### src/rtl/bus_slave_resp_mux.sv
// Registered slave-to-master response mux: latches the winning chip-select for the whole transaction.
// Optional timeout counter is built only when BUS_TIMEOUT_EN is defined.
module bus_slave_resp_mux #(
    parameter int NUM_SLAVES     = 8,
    parameter int DATA_W         = 32,
    parameter int TIMEOUT_CYCLES = 255,
    localparam int IDX_W = (NUM_SLAVES > 1) ? $clog2(NUM_SLAVES) : 1
) (
    input  logic                         clk,
    input  logic                         reset_,
    input  logic [NUM_SLAVES-1:0]        s_cs_,
    input  logic [NUM_SLAVES*DATA_W-1:0] s_rd_data,
    input  logic [NUM_SLAVES-1:0]        s_rdy_,
    output logic [DATA_W-1:0]            m_rd_data,
    output logic                         m_rdy_,
    output logic                         m_err,
    output logic                         busy,
    output logic [IDX_W-1:0]             sel_idx
);

    typedef enum logic [1:0] {
        ST_IDLE = 2'd0,
        ST_WAIT = 2'd1,
        ST_RESP = 2'd2,
        ST_HOLD = 2'd3
    } state_t;

    state_t                  state;
    logic                    multi;
    logic [DATA_W-1:0]       slice [NUM_SLAVES];
    logic [IDX_W-1:0]        pick;
    logic [NUM_SLAVES-1:0]   cs_vec;
    logic                    any_cs;
    logic                    multi_now;

    for (genvar g = 0; g < NUM_SLAVES; g++) begin : g_slice
        assign slice[g] = s_rd_data[g*DATA_W +: DATA_W];
    end

    // Fixed priority: the lowest-index active chip-select wins.
    always_comb begin
        pick = '0;
        for (int i = NUM_SLAVES - 1; i >= 0; i--) begin
            if (!s_cs_[i]) pick = IDX_W'(i);
        end
    end

    assign cs_vec    = ~s_cs_;
    assign any_cs    = |cs_vec;
    assign multi_now = |(cs_vec & (cs_vec - NUM_SLAVES'(1)));
    assign busy      = (state != ST_IDLE);

`ifdef BUS_TIMEOUT_EN
    localparam int CNT_W = $clog2(TIMEOUT_CYCLES + 1);
    logic [CNT_W-1:0] cnt;
    logic [CNT_W-1:0] cnt_next;
    logic             timed_out;

    // Saturating increment; the WAIT exit happens when the count hits the limit.
    assign cnt_next  = (cnt == CNT_W'(TIMEOUT_CYCLES)) ? cnt : cnt + 1'b1;
    assign timed_out = (cnt_next == CNT_W'(TIMEOUT_CYCLES));
`endif

    always_ff @(posedge clk) begin
        if (!reset_) begin
            state     <= ST_IDLE;
            m_rdy_    <= 1'b1;
            m_err     <= 1'b0;
            m_rd_data <= '0;
            sel_idx   <= '0;
            multi     <= 1'b0;
`ifdef BUS_TIMEOUT_EN
            cnt       <= '0;
`endif
        end else begin
            m_rdy_ <= 1'b1;
            m_err  <= 1'b0;
            case (state)
                ST_IDLE: begin
                    if (any_cs) begin
                        sel_idx <= pick;
                        multi   <= multi_now;
                        if (!s_rdy_[pick]) begin
                            m_rd_data <= slice[pick];
                            m_rdy_    <= 1'b0;
                            m_err     <= multi_now;
                            state     <= ST_RESP;
                        end else begin
`ifdef BUS_TIMEOUT_EN
                            cnt   <= '0;
`endif
                            state <= ST_WAIT;
                        end
                    end
                end
                ST_WAIT: begin
                    // Abort beats ready, ready beats timeout.
                    if (s_cs_[sel_idx]) begin
                        state <= ST_IDLE;
                    end else if (!s_rdy_[sel_idx]) begin
                        m_rd_data <= slice[sel_idx];
                        m_rdy_    <= 1'b0;
                        m_err     <= multi;
                        state     <= ST_RESP;
`ifdef BUS_TIMEOUT_EN
                    end else if (timed_out) begin
                        m_rd_data <= '0;
                        m_rdy_    <= 1'b0;
                        m_err     <= 1'b1;
                        state     <= ST_RESP;
                    end else begin
                        cnt <= cnt_next;
`endif
                    end
                end
                ST_RESP: begin
                    state <= any_cs ? ST_HOLD : ST_IDLE;
                end
                ST_HOLD: begin
                    if (!any_cs) state <= ST_IDLE;
                end
                default: state <= ST_IDLE;
            endcase
        end
    end

endmodule

### config.mk
export PLATFORM = sky130hd
export DESIGN_NAME = bus_slave_resp_mux
export DESIGN_NICKNAME = d
export VERILOG_FILES = /design/src/rtl/bus_slave_resp_mux.sv
export SDC_FILE = /design/constraint.sdc
export NUM_CORES = 1
export LEC_CHECK = 0
export ABC_AREA = 1
export CAP_MARGIN = 25
export CORE_AREA = 3 3 151 153
export CTS_CLUSTER_SIZE = 10
export DETAILED_ROUTE_END_ITERATION = 10
export DIE_AREA = 0 0 154 156
export GPL_TIMING_DRIVEN = 0
export PLACE_DENSITY = 0.65
export SLEW_MARGIN = 25
export SYNTH_ARGS = -nofsm -noshare
export SYNTH_HDL_FRONTEND = slang
export SYNTH_SLANG_ARGS = --single-unit
### constraint.sdc
create_clock -name clk -period 3.74 [get_ports clk]
set_input_delay 0.748 -clock clk [delete_from_list [all_inputs] [get_ports clk]]
set_output_delay 0.748 -clock clk [all_outputs]
set_load 0.1 [all_outputs]
==> impl_metrics.ini <==
[status]
outcome = finished clean

[clock_network]
cts_resized = 0
clk_pin_slew_worst_paths_ns = 0.06
hold_buffers = 0
post_cts_buffers = 0
root_buffer = clkbuf_16
cts_sinks = 40
numCtsBuffers = 5
cts.path.max_buffers = 2
cts_tree = yes
h-tree-depth = 2
clock_latency_ns = 0.29

[synth]
synth_nets = 1784
synth_cells = 1510
yosys.cell_count.top_type = nand2_1
synth_area_leader_cell = nand3_1
yosysSeqAreaShare = 0.106
syn-cell-area_mm2 = 0.00753
synthArstFlopShare = 0
synth_common_cells = nand2_1, nand3_1, inv_1, o21ai_0, nor2_1
syn_avg_cell_area_um2 = 4.99
synth_edf_count = 0
synth.top_cell.area_share = 0.216
ys_types = 28
ys.flop_type = dfxtp_1
ys_seq_elements = 40
ys_warn_count = 0
ys_top_cells_by_area = nand3_1, nand2_1, dfxtp_1

[grt]
grt_start_max_net_pins = 14
met2_usage = 0.545
grt_pass1_vias = 10700
met1_usage = 0.473
antenna_found_initial = 2
grt.busiest_layer = met2
use_met3 = 0.0963
grt_pass1_wl_um = 65300
grtUsageTotal = 0.351
overflow = 0

[timing]
period_minus_slack_ns = 3.04
fin_tns_setup_ns = 0
setup_viol = 0
fmax_mhz = 329
slew_viol_final = 0
slew-limit-headroom = 0.328
rsz0062_at_grt = false
finalHoldViolations = 0
fin_worst_skew_ns = 0.00405
tightestPinTransition_ns = 1.00
period_share = 0.812

[critical_path]
crit_path_start_kind = input port
critPathKind = input port to flop
worstPathRequired_ns = 3.92
cp-end-kind = flop
slowest_delay_ns = 0.58
path_max_fanout = 10
path_cells = clkdlybuf4s50_1, nand2_1, nor2_1, nand2_1, inv_2, nor2_8, inv_2, clkbuf_1, nand3_1, nand3_1, nand2_1, nor2_1, nor2_1
arrival_ns = 3.22
crit_path_top_delay_cell = clkdlybuf4s50_1

[layout]
final_nets = 2100
final_cells = 2108
final_area_mm2 = 0.0111
drive_gt1_frac = 0.0498
area_growth_pct = 48.0

[floorplanning]
die-area_mm2 = 0.0240
rows = 54
pin_count = 312
die_h_um = 156
start_util = 0.347
die_x_um = 154
coreArea_mm2 = 0.0217

[power_and_ir_drop]
leakage_nw = 5.28
ir_drop_mv = 0.363
total_power_mw = 6.80
power-per-cell-area_mw_per_mm2 = 610

[drt]
drt-pass1-iter-count = 6
drcViolationCount = 0
via_count = 11800
drtIter0Drc = 1376
viasPerCell = 5.61
drt.antenna.violating_nets = 0
routed_wl_um = 45000
wire_per_inst_um = 21.3

[flow_run]
drv_cap = 0

[placement]
io_buffers = 309
dp.cells = 2099
dp_hpwl_um = 35900
place_area_mm2 = 0.0110
gp_congestion = 1.03

[worst_hold_path]
hold_path.class = flop to flop
## layout by cell type (no fill, tap or decap), types with 3 or more instances in the layout
master	instances
a21oi_1	79
buf_1	8
buf_2	39
buf_4	16
buf_6	10
clkbuf_1	55
clkbuf_16	5
clkdlybuf4s50_1	309
dfxtp_1	40
inv_1	203
inv_2	7
nand2_1	375
nand2_4	3
nand3_1	325
nand3b_1	3
nor2_1	117
o211ai_1	64
o21ai_0	137
o21ai_1	15
## flip-flops by register name (all words and copies together), names as in the netlist
signal     count
m_rd_data     32
sel_idx        3
state          2
m_err          1
m_rdy_         1
multi          1
## worst max-delay path: cells and delay by family
family / cells / cell delay [ns]
buf+inv: 4 / 1.29
simple gates: 9 / 1.17
## layer usage
layer / vias up / share of wire
met5: - / 0.00047
met4: 4 / 0.038
met3: 121 / 0.13
met2: 903 / 0.43
met1: 5248 / 0.40
li1: 5543 / -
## where the power goes
| group | internal (mW) | switching, mW |
|---|---|---|
| Sequential | 0.593 | 0.0988 |
| Clock | 0.314 | 0.182 |
| Combinational | 1.60 | 4.01 |
| Total | 2.51 | 4.29 |
## logic make-up (layout without fill, tap and decap cells)
kind of cell,after synthesis,count (layout),share of synthesized area
other,0,1,0
DFF,40,40,0.106
and+or+nand+nor,833,833,0.479
AOI/OAI and AO/OA,299,299,0.221
buffers and inverters,338,655,0.193
## cell type report
type                    instances  area [µm²]
plain buffers                 128         664
diodes                          1        2.50
well taps                     280         350
fillers                      2337       10500
repair buffers                309        3090
clock buffers                   5         125
multi-input cells            1132        5280
flip-flops and latches         40         801
clock inverters                 3        42.5
inverters                     210         788
## metrics by stage
stage                      util  setup WS (ns)  hold slack, ns
after detailed placement  0.506          0.496           0.457
after global placement    0.506          0.435           0.462
final                     0.514          0.702           0.465
after global routing      0.514          0.600           0.502
after CTS                 0.514          0.790           0.465
after floorplan               -           1.25           0.441
## path summary, 6_finish.rpt
path	startpoint	end	slack, ns	cells after the start
setup / recovery	s_cs_[5]	m_rd_data[13]	0.70	13
hold / removal	multi	m_err	0.46	2
setup reg to reg	sel_idx[1]	m_rd_data[24]	1.06	9
hold reg to reg	multi	m_err	0.46	2
Power figures use the tool's default switching activity.
